--- config.mk ---
export PLATFORM = sky130hd
export DESIGN_NAME = conv_layer_controller
export DESIGN_NICKNAME = d
export VERILOG_FILES = /design/src/rtl/conv_layer_controller.sv
export SDC_FILE = /design/constraint.sdc
export NUM_CORES = 1
export LEC_CHECK = 0
export BUFFER_PORTS_ARGS = -buffer_cell sky130_fd_sc_hd__buf_4
export CAP_MARGIN = 20
export CORE_UTILIZATION = 30
export CTS_CLUSTER_DIAMETER = 120
export CTS_CLUSTER_SIZE = 8
export DETAILED_ROUTE_END_ITERATION = 10
export PLACE_DENSITY_LB_ADDON = 0.05
export RECOVER_POWER = 50
export SLEW_MARGIN = 20
export SYNTH_ARGS = -nofsm -noshare
export SYNTH_HDL_FRONTEND = slang
export SYNTH_SLANG_ARGS = --single-unit
--- constraint.sdc ---
create_clock -name clk -period 1.9 [get_ports clk]
set_input_delay 0.095 -clock clk [delete_from_list [all_inputs] [get_ports clk]]
set_output_delay 0.095 -clock clk [all_outputs]
set_load 0.02 [all_outputs]
--- src/rtl/conv_layer_controller.sv ---
// Frame sequencer for a convolutional_layer: gates its clk_en, tags completed filter windows,
// flushes the layer pipeline at end of frame and presents each tagged result exactly once.
module conv_layer_controller #(
  parameter int IMAGE_SIZE  = 64,
  parameter int FILTER_SIZE = 2,
  parameter int STRIDE      = 1,
  parameter int LATENCY     = 1,
  parameter int CW          = $clog2(IMAGE_SIZE)
) (
  input  logic          clk,
  input  logic          rst,
  input  logic          start,
  input  logic          in_valid,
  output logic          in_ready,
  output logic          conv_clk_en,
  output logic          out_valid,
  input  logic          out_ready,
  output logic [CW-1:0] row,
  output logic [CW-1:0] col,
  output logic          busy,
  output logic          frame_done
);

  localparam int FW = $clog2(LATENCY + 1);
  localparam logic [CW-1:0] LAST = CW'(IMAGE_SIZE - 1);

  typedef enum logic [1:0] {IDLE, RUN, FLUSH, DRAIN} state_t;

  state_t             state_q, state_d;
  logic [CW-1:0]      row_q, row_d, col_q, col_d;
  logic [LATENCY-1:0] tag_q, tag_d;
  logic               consumed_q, consumed_d;
  logic [FW-1:0]      flush_q, flush_d;
  logic               stall, adv, accept, tag_in, last_px;
  int                 r_off, c_off;

  // A pixel closes a window when it is the bottom-right corner of a stride-aligned filter footprint.
  always_comb begin
    r_off  = int'(row_q) - (FILTER_SIZE - 1);
    c_off  = int'(col_q) - (FILTER_SIZE - 1);
    tag_in = (r_off >= 0) && (c_off >= 0) &&
             ((r_off % STRIDE) == 0) && ((c_off % STRIDE) == 0);
  end

  assign out_valid   = tag_q[LATENCY-1] & ~consumed_q;
  assign stall       = out_valid & ~out_ready;
  assign adv         = ~stall & (((state_q == RUN) & in_valid) | (state_q == FLUSH));
  assign accept      = adv & (state_q == RUN);
  assign in_ready    = (state_q == RUN) & ~stall;
  assign conv_clk_en = adv;
  assign busy        = (state_q != IDLE);
  assign frame_done  = (state_q == DRAIN) & ~out_valid;
  assign last_px     = (row_q == LAST) && (col_q == LAST);
  assign row         = row_q;
  assign col         = col_q;

  always_comb begin
    state_d    = state_q;
    row_d      = row_q;
    col_d      = col_q;
    tag_d      = tag_q;
    consumed_d = consumed_q;
    flush_d    = flush_q;

    // Flush advances shift in zeros so only real windows ever reach the tail.
    if (adv) begin
      tag_d      = (tag_q << 1) | LATENCY'(accept & tag_in);
      consumed_d = 1'b0;
    end else if (out_valid && out_ready) begin
      consumed_d = 1'b1;
    end

    case (state_q)
      IDLE: begin
        if (start) begin
          state_d    = RUN;
          row_d      = '0;
          col_d      = '0;
          tag_d      = '0;
          consumed_d = 1'b0;
          flush_d    = '0;
        end
      end
      RUN: begin
        if (accept) begin
          if (col_q == LAST) begin
            col_d = '0;
            row_d = (row_q == LAST) ? '0 : row_q + 1'b1;
          end else begin
            col_d = col_q + 1'b1;
          end
          if (last_px) begin
            state_d = FLUSH;
            flush_d = '0;
          end
        end
      end
      FLUSH: begin
        if (adv) begin
          if (flush_q == FW'(LATENCY - 1)) state_d = DRAIN;
          else flush_d = flush_q + 1'b1;
        end
      end
      DRAIN: begin
        if (!out_valid) state_d = IDLE;
      end
      default: state_d = IDLE;
    endcase
  end

  always_ff @(posedge clk or posedge rst) begin
    if (rst) begin
      state_q    <= IDLE;
      row_q      <= '0;
      col_q      <= '0;
      tag_q      <= '0;
      consumed_q <= 1'b0;
      flush_q    <= '0;
    end else begin
      state_q    <= state_d;
      row_q      <= row_d;
      col_q      <= col_d;
      tag_q      <= tag_d;
      consumed_q <= consumed_d;
      flush_q    <= flush_d;
    end
  end

endmodule

# Word-level counts from Yosys, hierarchy flattened
# Index checks and enable logic that the tools add are counted.
# word_totals
wordCells	77
ff_bits	17
# classes
eq_ne	12
n_bitwise	13
n_reduce_logical	11
mux	28
addsub	5
order_cmp	2
# op_table
cell	count
$mux 6	6
$pmux 6 s2	2
$ge 7x1->1 const B	2
$sub 6x1->7 const B	2
$add 6x1->6 const B	2
$eq 6x6->1 const B	2
$mux 1	12
$mux 2	6
$ne 2x2->1 const B	6
$and 1x1->1	8
$pmux 2 s4	1
$reduce_and 6->1	1
$reduce_and 5->1	1
$eq 2x2->1 const B	2
$not 1->1	4
$reduce_and 4->1	1
$reduce_bool 2->1	2
$logic_and 1x1->1	3
$pmux 1 s3	1
$reduce_and 3->1	1
$reduce_bool 3->1	1
$eq 2x1->1 const B	1
$logic_not 2->1	1
$ne 2x1->1 const B	1
other kinds (2)	2

# Longest topological paths before layout
# Gate-level depths: netlist of run 1.
# depth
ltp_word	10
ltp_mapped	8
mapped_depth_nobuf	6

# Least setup slack after synthesis of run 1
# No wires, ideal clock.
# synth_timing
kind	reg-to-reg
start	register state_q[0]
end	register row_q[4], in the netlist row[4]
arrival_time_ns	1.970
path_stages_with_launch	9
n_path_buf	2
period_less_slack_ns	2.047
required_ns	1.823
slack_ns	-0.147
setup_time_ns	0.077
cell_sequence	dfrtp_1 -> inv_1 -> ha_1 -> buf_6 -> mux2i_1 -> or3_1 -> buf_2 -> or4_1 -> a21oi_1
# synth_between
elab_chain_len	7
elab_cells_between_ends	13
cone_classes	5 x eq/ne; 1 x mux; 4 x bitwise; 3 x reduce/logical
# synth_rtl
item	line	text
start: declaration	29	state_t state_q, state_d;
start signal: assignment	120	state_q <= state_d;
$eq 2x1->1	47, 48, 73	
$and 1x1->1	47	assign adv = ~stall & (((state_q == RUN) & in_valid) | (state_q == FLUSH));
$or 1x1->1	47	
$and 1x1->1	47	
$and 1x1->1	48	assign accept = adv & (state_q == RUN);
$ne 2x2->1 (no line)	n/a	
$reduce_and 4->1 (no line)	n/a	
end signal: assignment	121	row_q <= row_d;
end: declaration	30	logic [CW-1:0] row_q, row_d, col_q, col_d;
# Several ways; a longest one is shown, not always the timed one.
# A chain may end at the register's enable or synchronous reset.

# Worst setup path after layout of run 1
# Ends and elaborated chain as after synthesis.

==> results.md, run 1 <==
* Status: finished, final reports clean
* Post-Syn Area at 1080 µm²
* Area taken by multi-input logic gates at 704 µm²
* Data required time of the worst path at 2.13 ns
* CTS max path bufs at 2
* Number of global-route vias before repair at 1158
* Setup Viol. Count Final at 0
* Synth area leaders: dfrtp_1 37%, ha_1 9.2%, o21ai_0 4.6%, inv_1 3.5%, nand3_1 3.2%
* CTS tree: done
* WP data arrival at 2.11 ns
* Grt total ovfl at 0
* Routed WL per cell at 13.4 µm
* Num ports at 22
* Initial core utilization at 32.0%
* TritonCTS Buffers at 3
* DRT antenna net count at 0
* Unrepaired setup endpoints after global routing: yes
* Mapped Cells at 119
* Overall Global Routing Usage at 16.9%
* Fin Setup TNS at 0 ns
* Initial antenna violation count at 0
* R2R setup slack at 0.02 ns
* CP Max Fanout at 7
* Post-place setup slack at -0.0485 ns
* Final wirelength at 2890 µm
* Die area at 3860 µm²
* Cells on worst reg2reg path at 5
* H-tree depth at 1
* Ys flop type: dfrtp_1
* Top cell type's share of synthesized area at 36.9%
* Fin area at 1580 µm²
* Root buf cell: clkbuf_4
* Total number of vias at 1098
* HPWL after DPL at 2250 µm
* First-pass DRT Iterations at 4
* Power Total at 0.00165 W
* Routability cong. at 0.772
* Core Box Area at 3390 µm²
* Hold Vio Cnt, Final at 0
* Tcrit/Tclk final at 98.7%
* Cell taking the most area after synthesis: dfrtp_1
* Setup CP Type: reg2reg
* Ys async rst share at 100%
* IO Port Bufs at 21
* Final nets at 183
* Critical path origin: state_q[0]$_DFFE_PP0P_
* Synth-to-Final Area Change at 45.7%
* Worst hold path class: in2reg
* Max cap viols at 0
* Fillers at 338
* PD cells at 1040 nW/µm²
* Syn. warnings at 0
* Slew margin rel. at 56.4%
* Fraction of layout cells with a size suffix above 1 at 37.3%
* Peak VDD IR at 0.467 mV
* Pin count of the biggest net entering global routing at 17
* Die Height at 62.1 µm
* Reg2reg end: row[4]$_DFFE_PP0P_
* Skew-Pair Late Insertion Delay at 0.30 ns
* Crit path launch type: register
* Worst-path clk slew at 0.10 ns
* Clock Sinks at 16
* Post-Syn Nets at 132
* Slew at the pin closest to its max-slew limit at 0.654 ns
* DRC at 0
* Post-route setup slack at 0.0242 ns
* Initial DRC Count at 44
* Antenna cells at 0
* Die Span X at 62.1 µm
* Fin crit period at 1.88 ns
* EDFF count, synth at 0
* Cell variety after synth at 41
* Num rows at 21
* Worst setup path endpoint: row[4]$_DFFE_PP0P_
* R2R Path Start: state_q[0]$_DFFE_PP0P_
* Placed instance area at 1500 µm²
* Post-layout util at 46.6%
* First-pass GRT wire length at 5170 µm
* Mean Syn Cell Area at 9.12 µm²
* Vias per cell at 5.11
* Clk_skew at 0.00625 ns
* Register area at 400 µm²
* Pins Over Slew Limit at 0
* Synth Register Bits at 16
* Sequential element share of the synthesized area at 36.9%
* Fmax at 533 MHz
* Critical Path Sink Type: register
* Lkg Pwr at 0.735 nW
-- metrics by stage --
step	hold slack [ns]	instances
floorplan	0.00874	119
global placement	0.252	208
detailed placement	0.232	208
CTS	0.0350	213
global route	0.0410	215
finish	0.0405	215
-- report_power, final --
part / total (W) / internal [W] / switching (W)
logic: 0.000886 / 0.000393 / 0.000493
registers: 0.000523 / 0.000442 / 0.0000816
clock network: 0.000237 / 0.000117 / 0.000120
-- kinds of logic after synthesis --
group	share of synthesized area [%]
adder cells (fa/ha/maj)	9.23
multiplexers	4.84
AO/OA/AOI/OAI	18.1
flip-flops	36.9
XOR/XNOR	0.808
AND/OR/NAND/NOR	24.8
buffers and inverters	5.31
-- worst min path at each step --
stage | from | to | slack [ns] | cells after the start
after floorplan | rst | col[0]$_DFFE_PP0P_ | 0.009 | 1
after global placement | rst | state_q[1]$_DFFE_PP0P_ | 0.25 | 2
after detailed placement | rst | row[2]$_DFFE_PP0P_ | 0.23 | 2
after CTS | start | consumed_q$_DFF_PP0_ | 0.03 | 2
after global routing | start | consumed_q$_DFF_PP0_ | 0.04 | 2
final | start | consumed_q$_DFF_PP0_ | 0.04 | 2
-- per-layer routing --
layer / GRT usage, % / wire (µm) / vias up
li1: - / - / 540
met5: 0 / 0 / -
met3: 4.23 / 80 / 5
met1: 21.5 / 1380 / 535
met4: 5.52 / 27 / 0
met2: 27.9 / 1400 / 18
-- worst max-delay path: stages (launching register included) --
cell,delay (ns)
dfrtp_1,0.44
ha_4,0.19
and4bb_2,0.22
or3_4,0.41
or4_4,0.42
a21oi_2,0.13
-- cell usage in the layout, fill, tap and decap left out, types with 2 or more instances in the layout --
cell type,netlist,final
buf_4,0,40
dfrtp_1,16,16
o21ai_0,10,9
inv_1,10,8
nand3_1,7,7
clkbuf_1,1,7
nor2_1,7,6
ha_1,8,6
nand2_1,5,5
clkbuf_4,0,4
o211ai_1,3,3
nor3_1,4,3
a22o_1,3,3
nor3b_1,4,3
nor2b_1,3,3
a21oi_1,4,3
nand4_1,2,2
inv_2,0,2
mux2i_1,3,2
mux2_2,2,2
nand3b_1,2,2
nand2b_1,2,2
ha_4,0,2
-- Yosys cell counts (2+ instances only) --
cell / count
or4_1: 2
nand2_1: 5
nor3b_1: 4
nor2_1: 7
nor2b_1: 3
a21oi_1: 4
nand3b_1: 2
nand3_1: 7
nand2b_1: 2
nor3_1: 4
o211ai_1: 3
dfrtp_1: 16
nand4_1: 2
mux2_2: 2
o21ai_0: 10
a22o_1: 3
mux2i_1: 3
ha_1: 8
inv_1: 10
-- flip-flops by register name, indices dropped and copies added (netlist names) --
| register | cells |
|---|---|
| col | 6 |
| consumed_q | 1 |
| row | 6 |
| state_q | 2 |
| tag_q | 1 |
-- final cells by class --
class,instances,area share [%]
multi-input cells,90,44.6
flip-flops and latches,16,25.3
repair buffers,49,21.8
well taps,46,3.64
inverters,10,2.38
clock buffers,4,2.30
-- repair_timing --
action                                 in CTS  in global routing
setup endpoints to repair                   7                 10
endpoints found under the hold margin      16                  0
buffers inserted                            0                  2
resized for setup                           3                  8
hold buffers                                1                  0
pin swaps                                   1                  2
(Power assumes the default switching activity.)
==> run 2: changes to the inputs <==
- ABC_AREA: not set -> 1
==> run 2 against run 1 <==
Net effect:
- fmax grew 13%
- via count shrank 2.4%
- first-iteration DRC count unchanged
- power increased by 11%
- count of clock-buffer cells in the layout did not move
- worst setup slack improved by 0.22 ns
- synthesized cell count grew 36%
- area after synthesis grew 2.8%
- die area increased by 2.7%
==> results.md, run 2 <==
* Status: finished, final reports clean
* Register area at 400 µm²
* Overall Global Routing Usage at 14.6%
* First-pass DRT Iterations at 4
* Lkg Pwr at 0.691 nW
* Post-layout util at 39.5%
* Fraction of layout cells with a size suffix above 1 at 11.1%
* Most frequent cells in the layout: 45 x nand2_1, 27 x inv_1, 20 x nand3_1
* Final nets at 203
* Hold slack at 0.170 ns
* Routed WL per cell at 11.4 µm
* EDFF count, synth at 0
* Pin count of the biggest net entering global routing at 17
* CTS tree: done
* Ys flop type: dfrtp_1
* Fin crit period at 1.66 ns
* Commonest cells in the netlist: 45 x nand2_1, 27 x inv_1, 20 x nand3_1
* Die Height at 63.0 µm
* Initial core utilization at 32.4%
* Setup CP Type: reg2reg
* Clock Sinks at 16
* Synth Register Bits at 16
* TritonCTS Buffers at 3
* GR Util met3 at 4.01%
* CP max stage cell: dfrtp_1
* Antenna cells at 0
* Max cap viols at 0
* Die Span X at 63.0 µm
* Hold Vio Cnt, Final at 0
* CTS max path bufs at 2
* DRT antenna net count at 0
* Num ports at 22
* Most frequent cell after synthesis: nand2_1
* Initial antenna violation count at 0
* DRC at 0
* Fmax at 604 MHz
* Hold_sp: out_ready
* Cell taking the most area after synthesis: dfrtp_1
* Slew margin rel. at 54.7%
* CP Max Fanout at 7
* Mapped Cells at 162
* Post-Syn Nets at 175
* Root buf cell: clkbuf_8
* Post-route setup slack at 0.243 ns
* Pins Over Slew Limit at 0
* Grt total ovfl at 0
* Cell seen most often among critical-path stages: nand2_1
* Critical path origin: state_q[1]$_DFFE_PP0P_
* Clk_skew at 0.00132 ns
* Critical Path Sink Type: register
* Post-CTS sizing at 0
* Post-place setup slack at 0.251 ns
* Die area at 3960 µm²
* Fin Setup TNS at 0 ns
* Slew at the pin closest to its max-slew limit at 0.679 ns
* Worst hold path class: in2reg
* M1 GR Usage at 19.4%
* R2R Path Start: state_q[1]$_DFFE_PP0P_
* First-pass GRT wire length at 4570 µm
* Data required time of the worst path at 2.04 ns
* Ys async rst share at 100%
* Number of global-route vias before repair at 988
* Finished Layout Cells at 235
* Worst-path clk slew at 0.07 ns
* Post-Syn Area at 1110 µm²
* Routability cong. at 0.755
* Final wirelength at 2680 µm
* Core Box Area at 3440 µm²
* Unrepaired setup endpoints after global routing: no
* HPWL after DPL at 2040 µm
* Cell variety after synth at 19
* Crit path launch type: register
* Setup Viol. Count Final at 0
* R2R setup slack at 0.24 ns
* Met2 Track Usage GR at 23.8%
* H-tree depth at 1
* Area taken by multi-input logic gates at 608 µm²
* Num rows at 21
* IO Port Bufs at 21
* Mean Syn Cell Area at 6.88 µm²
* Fillers at 383
* Synth-to-Final Area Change at 22.0%
* PD cells at 1350 nW/µm²
* Skew-Pair Late Insertion Delay at 0.25 ns
* Top cell type's share of synthesized area at 35.9%
* Tcrit/Tclk final at 87.2%
* Setup Buffers After CTS at 0
* Initial DRC Count at 44
* Placed cell count at 230
* Syn. warnings at 0
* Cell-by-cell trace of the critical path: inv_1 -> ha_1 -> nand2_1 -> nand2_1 -> nand2_2 -> a21oi_2 -> nand2_2 -> nand2_1 -> o21ai_1
* Peak VDD IR at 0.693 mV
* CP max stage delay at 0.41 ns
* Vias per cell at 4.56
* Total number of vias at 1072
* Sequential element share of the synthesized area at 35.9%
* WP data arrival at 1.80 ns
* Commonest non-fill, non-tap cell in the layout: nand2_1
* Synth area leaders: dfrtp_1 36%, nand2_1 15%, inv_1 9.1%, ha_1 9.0%, nand3_1 9.0%
* GRT Max-Usage Layer: met2
run 2: changes by cell type in the layout (fill, tap and decap cells not counted), sizes merged, moves of 4 or more:
cell,previous run,this run
nor3b,4,0
inv,10,27
buf,40,10
nand3,7,20
nor2,7,15
clkbuf,12,17
nand2,5,48
run 2: worst paths after layout:
kind / endpoint / cells past startpoint
hold / removal: consumed_q$_DFF_PP0_ / 3
setup reg to reg: col[5]$_DFFE_PP0P_ / 9
setup / recovery: col[5]$_DFFE_PP0P_ / 9
max in group asynchronous: row[3]$_DFFE_PP0P_ / 3
hold reg to reg: state_q[0]$_DFFE_PP0P_ / 2
min in group asynchronous: state_q[0]$_DFFE_PP0P_ / 3
run 2: worst max-delay path: cells and delay by family, from the launching register on:
kind | cells | cell delay [ns]
buffers and inverters | 1 | 0.09
AOI/OAI and AO/OA | 2 | 0.28
and+or+nand+nor | 5 | 0.48
adders and majority gates | 1 | 0.28
DFF | 1 | 0.41
run 2: logic make-up after synthesis:
group / synth area share [%]
AO/OA/AOI/OAI: 7.52
buffers and inverters: 9.54
flip-flops: 35.9
adder cells (fa/ha/maj): 8.98
AND/OR/NAND/NOR: 36.5
XOR/XNOR: 1.57
run 2: through the flow:
stage	cell area (µm²)	total power (W)
final	1360	0.00184
after global routing	1360	0.00201
after CTS	1410	0.00190
after detailed placement	1340	0.00157
after global placement	1340	0.00156
after floorplan	1110	0.00121
run 2: final cells by class:
class	count	share of cell area [%]
clock buffer	4	4.05
multi-input combinational	118	44.7
tap	46	4.23
inverter	27	7.45
timing repair buffer	24	10.1
sequential	16	29.4
run 2: power breakdown:
group          switching [W]  internal (W)  total (W)
clock network       0.000130      0.000184   0.000314
registers          0.0000857      0.000408   0.000494
logic               0.000685      0.000342    0.00103
total               0.000900      0.000935    0.00184
run 2: per-layer routing:
metal | up-vias | wire (µm)
li1 | 567 | -
met1 | 477 | 1310
met2 | 23 | 1220
met3 | 5 | 124
met4 | 0 | 20
met5 | - | 0
run 2: what timing repair did:
| action | 4_1_cts | 5_1_grt |
|---|---|---|
| hold endpoints to repair | 16 | 0 |
| endpoints found under the setup margin | 0 | 0 |
| hold buffers | 1 | 0 |
